===== src/rtl/sha2_pkg.sv =====
// SHA-2 shared types, round constants, initial hash values and
// the Sigma/sigma/Ch/Maj functions for 32- and 64-bit words.
package sha2_pkg;

    typedef enum logic [1:0] {IDLE, ROUND, FINAL, DONE} state_t;

    localparam logic [31:0] K32 [0:63] = '{
        32'h428a2f98, 32'h71374491, 32'hb5c0fbcf, 32'he9b5dba5,
        32'h3956c25b, 32'h59f111f1, 32'h923f82a4, 32'hab1c5ed5,
        32'hd807aa98, 32'h12835b01, 32'h243185be, 32'h550c7dc3,
        32'h72be5d74, 32'h80deb1fe, 32'h9bdc06a7, 32'hc19bf174,
        32'he49b69c1, 32'hefbe4786, 32'h0fc19dc6, 32'h240ca1cc,
        32'h2de92c6f, 32'h4a7484aa, 32'h5cb0a9dc, 32'h76f988da,
        32'h983e5152, 32'ha831c66d, 32'hb00327c8, 32'hbf597fc7,
        32'hc6e00bf3, 32'hd5a79147, 32'h06ca6351, 32'h14292967,
        32'h27b70a85, 32'h2e1b2138, 32'h4d2c6dfc, 32'h53380d13,
        32'h650a7354, 32'h766a0abb, 32'h81c2c92e, 32'h92722c85,
        32'ha2bfe8a1, 32'ha81a664b, 32'hc24b8b70, 32'hc76c51a3,
        32'hd192e819, 32'hd6990624, 32'hf40e3585, 32'h106aa070,
        32'h19a4c116, 32'h1e376c08, 32'h2748774c, 32'h34b0bcb5,
        32'h391c0cb3, 32'h4ed8aa4a, 32'h5b9cca4f, 32'h682e6ff3,
        32'h748f82ee, 32'h78a5636f, 32'h84c87814, 32'h8cc70208,
        32'h90befffa, 32'ha4506ceb, 32'hbef9a3f7, 32'hc67178f2
    };

    localparam logic [63:0] K64 [0:79] = '{
        64'h428a2f98d728ae22, 64'h7137449123ef65cd, 64'hb5c0fbcfec4d3b2f,
        64'he9b5dba58189dbbc, 64'h3956c25bf348b538, 64'h59f111f1b605d019,
        64'h923f82a4af194f9b, 64'hab1c5ed5da6d8118, 64'hd807aa98a3030242,
        64'h12835b0145706fbe, 64'h243185be4ee4b28c, 64'h550c7dc3d5ffb4e2,
        64'h72be5d74f27b896f, 64'h80deb1fe3b1696b1, 64'h9bdc06a725c71235,
        64'hc19bf174cf692694, 64'he49b69c19ef14ad2, 64'hefbe4786384f25e3,
        64'h0fc19dc68b8cd5b5, 64'h240ca1cc77ac9c65, 64'h2de92c6f592b0275,
        64'h4a7484aa6ea6e483, 64'h5cb0a9dcbd41fbd4, 64'h76f988da831153b5,
        64'h983e5152ee66dfab, 64'ha831c66d2db43210, 64'hb00327c898fb213f,
        64'hbf597fc7beef0ee4, 64'hc6e00bf33da88fc2, 64'hd5a79147930aa725,
        64'h06ca6351e003826f, 64'h142929670a0e6e70, 64'h27b70a8546d22ffc,
        64'h2e1b21385c26c926, 64'h4d2c6dfc5ac42aed, 64'h53380d139d95b3df,
        64'h650a73548baf63de, 64'h766a0abb3c77b2a8, 64'h81c2c92e47edaee6,
        64'h92722c851482353b, 64'ha2bfe8a14cf10364, 64'ha81a664bbc423001,
        64'hc24b8b70d0f89791, 64'hc76c51a30654be30, 64'hd192e819d6ef5218,
        64'hd69906245565a910, 64'hf40e35855771202a, 64'h106aa07032bbd1b8,
        64'h19a4c116b8d2d0c8, 64'h1e376c085141ab53, 64'h2748774cdf8eeb99,
        64'h34b0bcb5e19b48a8, 64'h391c0cb3c5c95a63, 64'h4ed8aa4ae3418acb,
        64'h5b9cca4f7763e373, 64'h682e6ff3d6b2b8a3, 64'h748f82ee5defb2fc,
        64'h78a5636f43172f60, 64'h84c87814a1f0ab72, 64'h8cc702081a6439ec,
        64'h90befffa23631e28, 64'ha4506cebde82bde9, 64'hbef9a3f7b2c67915,
        64'hc67178f2e372532b, 64'hca273eceea26619c, 64'hd186b8c721c0c207,
        64'heada7dd6cde0eb1e, 64'hf57d4f7fee6ed178, 64'h06f067aa72176fba,
        64'h0a637dc5a2c898a6, 64'h113f9804bef90dae, 64'h1b710b35131c471b,
        64'h28db77f523047d84, 64'h32caab7b40c72493, 64'h3c9ebe0a15c9bebc,
        64'h431d67c49c100d4c, 64'h4cc5d4becb3e42b6, 64'h597f299cfc657e2a,
        64'h5fcb6fab3ad6faec, 64'h6c44198c4a475817
    };

    localparam logic [255:0] IV224 = {
        32'hc1059ed8, 32'h367cd507, 32'h3070dd17, 32'hf70e5939,
        32'hffc00b31, 32'h68581511, 32'h64f98fa7, 32'hbefa4fa4};
    localparam logic [255:0] IV256 = {
        32'h6a09e667, 32'hbb67ae85, 32'h3c6ef372, 32'ha54ff53a,
        32'h510e527f, 32'h9b05688c, 32'h1f83d9ab, 32'h5be0cd19};
    localparam logic [511:0] IV384 = {
        64'hcbbb9d5dc1059ed8, 64'h629a292a367cd507,
        64'h9159015a3070dd17, 64'h152fecd8f70e5939,
        64'h67332667ffc00b31, 64'h8eb44a8768581511,
        64'hdb0c2e0d64f98fa7, 64'h47b5481dbefa4fa4};
    localparam logic [511:0] IV512 = {
        64'h6a09e667f3bcc908, 64'hbb67ae8584caa73b,
        64'h3c6ef372fe94f82b, 64'ha54ff53a5f1d36f1,
        64'h510e527fade682d1, 64'h9b05688c2b3e6c1f,
        64'h1f83d9abfb41bd6b, 64'h5be0cd19137e2179};
    localparam logic [511:0] IV512_256 = {
        64'h22312194fc2bf72c, 64'h9f555fa3c84c64c2,
        64'h2393b86b6f53b151, 64'h963877195940eabd,
        64'h96283ee2a88effe3, 64'hbe5e1e2553863992,
        64'h2b0199fc2c85b8aa, 64'h0eb72ddc81c52ca2};
    localparam logic [511:0] IV512_224 = {
        64'h8c3d37c819544da2, 64'h73e1996689dcd4d6,
        64'h1dfab7ae32ff9c82, 64'h679dd514582f9fcf,
        64'h0f6d2b697bd44da8, 64'h77e36f7304c48942,
        64'h3f9d85a86a1d36c8, 64'h1112e6ad91d692a1};

    function automatic logic [31:0] ror32(input logic [31:0] x, input int n);
        return (x >> n) | (x << (32 - n));
    endfunction

    function automatic logic [63:0] ror64(input logic [63:0] x, input int n);
        return (x >> n) | (x << (64 - n));
    endfunction

    function automatic logic [31:0] bsig0_32(input logic [31:0] x);
        return ror32(x, 2) ^ ror32(x, 13) ^ ror32(x, 22);
    endfunction

    function automatic logic [31:0] bsig1_32(input logic [31:0] x);
        return ror32(x, 6) ^ ror32(x, 11) ^ ror32(x, 25);
    endfunction

    function automatic logic [31:0] ssig0_32(input logic [31:0] x);
        return ror32(x, 7) ^ ror32(x, 18) ^ (x >> 3);
    endfunction

    function automatic logic [31:0] ssig1_32(input logic [31:0] x);
        return ror32(x, 17) ^ ror32(x, 19) ^ (x >> 10);
    endfunction

    function automatic logic [63:0] bsig0_64(input logic [63:0] x);
        return ror64(x, 28) ^ ror64(x, 34) ^ ror64(x, 39);
    endfunction

    function automatic logic [63:0] bsig1_64(input logic [63:0] x);
        return ror64(x, 14) ^ ror64(x, 18) ^ ror64(x, 41);
    endfunction

    function automatic logic [63:0] ssig0_64(input logic [63:0] x);
        return ror64(x, 1) ^ ror64(x, 8) ^ (x >> 7);
    endfunction

    function automatic logic [63:0] ssig1_64(input logic [63:0] x);
        return ror64(x, 19) ^ ror64(x, 61) ^ (x >> 6);
    endfunction

    function automatic logic [31:0] ch_32(input logic [31:0] e, f, g);
        return (e & f) ^ (~e & g);
    endfunction

    function automatic logic [31:0] maj_32(input logic [31:0] a, b, c);
        return (a & b) ^ (a & c) ^ (b & c);
    endfunction

    function automatic logic [63:0] ch_64(input logic [63:0] e, f, g);
        return (e & f) ^ (~e & g);
    endfunction

    function automatic logic [63:0] maj_64(input logic [63:0] a, b, c);
        return (a & b) ^ (a & c) ^ (b & c);
    endfunction

endpackage


===== src/rtl/sha2_schedule.sv =====
// SHA-2 message schedule: 16-word rolling window, win[0] is W[t].
// Each shift appends W[t+16] and drops W[t].
module sha2_schedule #(
    parameter int WORD_W = 32
) (
    input  logic                 clk,
    input  logic                 rst,
    input  logic                 load,
    input  logic                 shift,
    input  logic [16*WORD_W-1:0] data,
    output logic [WORD_W-1:0]    w
);
    import sha2_pkg::*;

    logic [WORD_W-1:0] win [16];
    logic [WORD_W-1:0] s0;
    logic [WORD_W-1:0] s1;
    logic [WORD_W-1:0] nxt;

    if (WORD_W == 64) begin : g_64
        assign s0 = ssig0_64(win[1]);
        assign s1 = ssig1_64(win[14]);
    end else begin : g_32
        assign s0 = ssig0_32(win[1]);
        assign s1 = ssig1_32(win[14]);
    end

    assign nxt = s1 + win[9] + s0 + win[0];
    assign w   = win[0];

    always_ff @(posedge clk) begin
        if (!rst) begin
            for (int i = 0; i < 16; i++) win[i] <= '0;
        end else if (load) begin
            for (int i = 0; i < 16; i++)
                win[i] <= data[(15-i)*WORD_W +: WORD_W];
        end else if (shift) begin
            for (int i = 0; i < 15; i++) win[i] <= win[i+1];
            win[15] <= nxt;
        end
    end

endmodule


===== src/rtl/sha2_core.sv =====
// Iterative SHA-2 compression core, one round per cycle.
// WORD_W=32 gives SHA-224/256, WORD_W=64 the SHA-384/512 family.
module sha2_core #(
    parameter int WORD_W = 32
) (
    input  logic                 clk,
    input  logic                 rst,
    input  logic                 in_valid,
    output logic                 in_ready,
    input  logic [16*WORD_W-1:0] in_data,
    input  logic                 in_first,
    input  logic [1:0]           in_mode,
    output logic                 out_valid,
    input  logic                 out_ready,
    output logic [8*WORD_W-1:0]  out_hash
);
    import sha2_pkg::*;

    localparam int ROUNDS = (WORD_W == 64) ? 80 : 64;
    localparam int CW = $clog2(ROUNDS);
    localparam logic [CW-1:0] LAST = CW'(ROUNDS - 1);

    state_t            state;
    logic [CW-1:0]     cnt;
    logic [WORD_W-1:0] hr [8];
    logic [WORD_W-1:0] v [8];
    logic [WORD_W-1:0] kt, wt, bs0, bs1, chv, mjv, t1, t2;
    logic [8*WORD_W-1:0] iv;
    logic              accept;

    assign accept = in_valid && in_ready;

    if (WORD_W == 64) begin : g_64
        assign kt  = K64[cnt];
        assign bs0 = bsig0_64(v[0]);
        assign bs1 = bsig1_64(v[4]);
        assign chv = ch_64(v[4], v[5], v[6]);
        assign mjv = maj_64(v[0], v[1], v[2]);
        always_comb begin
            case (in_mode)
                2'd0:    iv = IV384;
                2'd1:    iv = IV512;
                2'd2:    iv = IV512_256;
                default: iv = IV512_224;
            endcase
        end
    end else begin : g_32
        assign kt  = K32[cnt];
        assign bs0 = bsig0_32(v[0]);
        assign bs1 = bsig1_32(v[4]);
        assign chv = ch_32(v[4], v[5], v[6]);
        assign mjv = maj_32(v[0], v[1], v[2]);
        assign iv  = (in_mode == 2'd0) ? IV224 : IV256;
    end

    assign t1 = v[7] + bs1 + chv + kt + wt;
    assign t2 = bs0 + mjv;

    sha2_schedule #(.WORD_W(WORD_W)) u_sched (
        .clk   (clk),
        .rst   (rst),
        .load  (accept),
        .shift (state == ROUND),
        .data  (in_data),
        .w     (wt)
    );

    for (genvar i = 0; i < 8; i++) begin : g_out
        assign out_hash[(7-i)*WORD_W +: WORD_W] = hr[i];
    end

    always_ff @(posedge clk) begin
        if (!rst) begin
            state     <= IDLE;
            in_ready  <= 1'b1;
            out_valid <= 1'b0;
            cnt       <= '0;
            for (int i = 0; i < 8; i++) begin
                hr[i] <= '0;
                v[i]  <= '0;
            end
        end else begin
            unique case (state)
                IDLE: if (in_valid) begin
                    for (int i = 0; i < 8; i++) begin
                        if (in_first) begin
                            hr[i] <= iv[(7-i)*WORD_W +: WORD_W];
                            v[i]  <= iv[(7-i)*WORD_W +: WORD_W];
                        end else begin
                            v[i]  <= hr[i];
                        end
                    end
                    cnt      <= '0;
                    in_ready <= 1'b0;
                    state    <= ROUND;
                end
                ROUND: begin
                    v[0] <= t1 + t2;
                    v[1] <= v[0];
                    v[2] <= v[1];
                    v[3] <= v[2];
                    v[4] <= v[3] + t1;
                    v[5] <= v[4];
                    v[6] <= v[5];
                    v[7] <= v[6];
                    if (cnt == LAST) state <= FINAL;
                    else             cnt   <= cnt + 1'b1;
                end
                FINAL: begin
                    for (int i = 0; i < 8; i++) hr[i] <= hr[i] + v[i];
                    out_valid <= 1'b1;
                    state     <= DONE;
                end
                DONE: if (out_ready) begin
                    out_valid <= 1'b0;
                    in_ready  <= 1'b1;
                    state     <= IDLE;
                end
                default: state <= IDLE;
            endcase
        end
    end

endmodule


===== config.mk =====
export PLATFORM = sky130hd
export DESIGN_NAME = sha2_core
export DESIGN_NICKNAME = d
export VERILOG_FILES = /design/src/rtl/sha2_pkg.sv /design/src/rtl/sha2_schedule.sv /design/src/rtl/sha2_core.sv
export SDC_FILE = /design/constraint.sdc
export NUM_CORES = 2
export LEC_CHECK = 0
export CORE_MARGIN = 8
export CORE_UTILIZATION = 52
export DETAILED_ROUTE_END_ITERATION = 12
export PLACE_DENSITY = 0.88
export SKIP_LAST_GASP = 1
export SYNTH_ARGS = -nofsm -noshare
export SYNTH_HDL_FRONTEND = slang
export SYNTH_SLANG_ARGS = --single-unit

===== constraint.sdc =====
create_clock -name clk -period 8.15 [get_ports clk]
set_input_delay 0.815 -clock clk [delete_from_list [all_inputs] [get_ports clk]]
set_output_delay 0.815 -clock clk [all_outputs]
set_load 0.02 [all_outputs]

==> summary.md <==
| Metric | Value |
|---|---|
| Outcome | finished clean |
| Post-Synth Adder-Cell Area | around an eighth |
| Placed instance count | ~9,500 |
| Sequential area share after synthesis | a little over two fifths |
| Worst slew margin | 17.32% |
| Longest Clk Path Bufs | 3 |
| R2R Path End | v[0][29] |
| Initial antenna violation count | 39 |
| Synth Flop Type | edfxtp_1 |
| DRT iter0 DRCs | a little under 9,000 |
| Critical Path Max Stage Delay | roughly 600 ps |
| Count of different cell masters after synthesis | about 100 |
| Chip height | ~380 um |
| Routability Congestion | just over 1 |
| Post-synth EDFFs | ~1,000 |
| Post-synthesis mux area share | between 1 and 1.5% |
| Crit. End Element | register |
| CP startpoint | cnt[0] |
| IO Port Bufs | between 700 and 800 |
| Per-cell routed wire length | ~32 um |
| Std cell rows | 135 |
| Largest family of logic cells by synthesized area | compound AO/OA/AOI/OAI gates |
| Place WS | -618.0 ps |
| Worst setup SP type | register |
| FMAX | approximately 120 MHz |
| Share of cells above drive strength 1 | 11.74% |
| CP Max Fanout | 5 |
| Die width | 383.9 um |
| Mean Syn Cell Area | 10.23 sq um |
| Syn nets | about 8,000 |
| Reg2reg start | cnt[0] |
| Aggregate routed wire length | roughly 310,000 um |
| Setup crit end | v[0][29] |
| Crit-path slowest cell | fa_1 |
| Synth Area in Simple Gates | a little over a tenth |
| CTS tree | built |
| Most frequent cells in the layout | edfxtp_1 (1,010), clkdlybuf4s50_1 (775), nor2_1 (685) |
| Clk_lat worst skew | approximately 820 ps |
| Critical Path RT | 8690 ps |
| Vias post-DR | 64,080 |
| First-pass GRT wire length | about 430,000 um |
| Reg2Reg Setup Slack | roughly 30 ps |
| Pins Over Slew Limit | 0 |
| Antenna viol nets, final | 0 |
| Min-delay worst type | reg -> reg |
| Number of I/O pins | 777 |
| Core area | ~0.13 sq mm |
| Max-cap violations | 0 |
| FFs w/ async S/R, synth | 0% |
| Clock slew at reported path FFs | 60 ps |
| Crit Path Category | reg -> reg |
| Drc violations | 0 |
| Grt total ovfl | 0 |
| Final setup violation count | 0 |
| Syn Std Cell Area | ~0.07 sq mm |
| Top delay family on crit path | compound AO/OA/AOI/OAI gates |
| Final hold vios | 0 |
| Compound-Gate Fraction of Synth Area | between 20% and 30% |
| Reg2Reg Depth | 33 |
| RSZ-0062 raised after global routing | true |
| Setup TNS | 0 ps |
| Nets | 8,989 |
| Clock Skews | slightly above 80 ps |
| Gate Count Post-Synth | 6,881 |
| Tightest Pin Transition | 1236 ps |
| Top-area cell type share of the netlist area | a little over two fifths |
| Stages on the worst setup path | 33 |
| Syn-to-layout area delta | 24.74% |
| Clk root buf | clkbuf_16 |
| Die area | between 0.1 and 0.15 sq mm |
| Non-Filler Instances | 9,792 |
| Arrival time worst endpoint | just under 9000 ps |
| Via count of the first global-routing pass | 61,800 |
| Initial Utilization | between 50% and 60% |
| Synth top area cells | edfxtp_1 (43%), ha_1 (7.0%), fa_1 (5.5%) |
| #FFs+latches synth | 1,034 |
| Setup ws final | 30.46 ps |
| Synth Area in XOR/XNOR | 6.843% |
| Gr usage total | 40.10% |
| Hold WS | roughly 490 ps |
| Hpwl dp | 238,800 um |
| Vias per cell | between 6 and 7 |
| # hold bufs at CTS | 0 |
| Most common cell after layout, fill and taps aside | edfxtp_1 |
| TritonCTS buffer count | between 100 and 150 |
| Largest net degree at the start of global routing | between 200 and 250 |
| Drt first pass iters | 9 |
| H-tree Lvls | 3 |
| Worst path bufs/invs | 6 |
| Final period util | around 100% |
| Clock sinks | around 1,000 |
| Ys Warns | 0 |
| Period minus WS final | 8120 ps |
| Dominant cell type by area after synthesis | edfxtp_1 |
[through the flow]
stage	instance area, sq um	util (%)
after global placement	82890	61.42
after CTS	87180	64.60
final	87810	65.06
after detailed placement	82890	61.42
after floorplan	70420	-
after global routing	87800	65.05
[routing by layer]
metal  share of wire [%]  GRT usage, %  vias to the layer above
met5               0.012       0.09914                        -
met4                 8.2         26.70                        6
met3                  12         10.73                     1063
met2                  44         61.60                     4677
met1                  35         49.71                    30960
li1                    -             -                    27380
[cell families after synthesis]
family / count (synthesis)
and+or+nand+nor: 1699
buffers and inverters: 673
AOI/OAI and AO/OA: 2248
xor gates and xnor gates: 550
adders and majority gates: 615
muxes: 62
DFF: 1034
[cell type report]
class	instances	area (sq um)
flip-flops and latches	1034	30830
fillers	10480	47160
repair buffers	1289	11870
diodes	36	90.09
inverters	265	1005
well taps	1781	2228
multi-input cells	5174	37980
clock buffers	145	3060
clock inverters	68	749.5
[worst min-delay path by stage]
stage                   startpoint                  end  slack (ps)  cells after the start
2_1_floorplan             state[0]             state[0]         510                      2
3_3_place_gp     u_sched.win[5][4]    u_sched.win[4][4]         520                      1
3_5_place_dp    u_sched.win[8][17]   u_sched.win[7][17]         530                      1
4_1_cts        u_sched.win[15][18]  u_sched.win[14][18]         510                      1
5_1_grt        u_sched.win[12][28]  u_sched.win[11][28]         550                      1
6_report       u_sched.win[15][18]  u_sched.win[14][18]         490                      1
[synthesized netlist by cell type (40+ instances only)]
cell type and instances:
a211oi_1 61, a21o_1 195, a21oi_1 533, a22o_1 359, a31oi_1 46, buf_1 40
clkbuf_1 364, edfxtp_1 1010, fa_1 195, ha_1 396, inv_1 263, nand2_1 479
nand2b_1 57, nand3_1 107, nor2_1 710, nor2b_1 45, nor3_1 94, o21a_1 68
o21ai_0 589, o21bai_1 42, o31ai_1 52, xnor2_1 388, xor2_1 162
[sequential cells by signal, summed over array words and instances, names as in the netlist]
register and cells:
out_valid 1, u_sched.win 512, cnt 6, v 256, hr 256, in_ready 1
state 2
[repair_timing]
action,4_1_cts,5_1_grt
setup endpoints to repair,18,21
gates resized for setup,83,109
buffers inserted,20,8
pin swaps,44,68
Power is left out: the tool's default activity adds up to more than one toggle a clock period on the data nets, which glitch-free logic cannot reach.
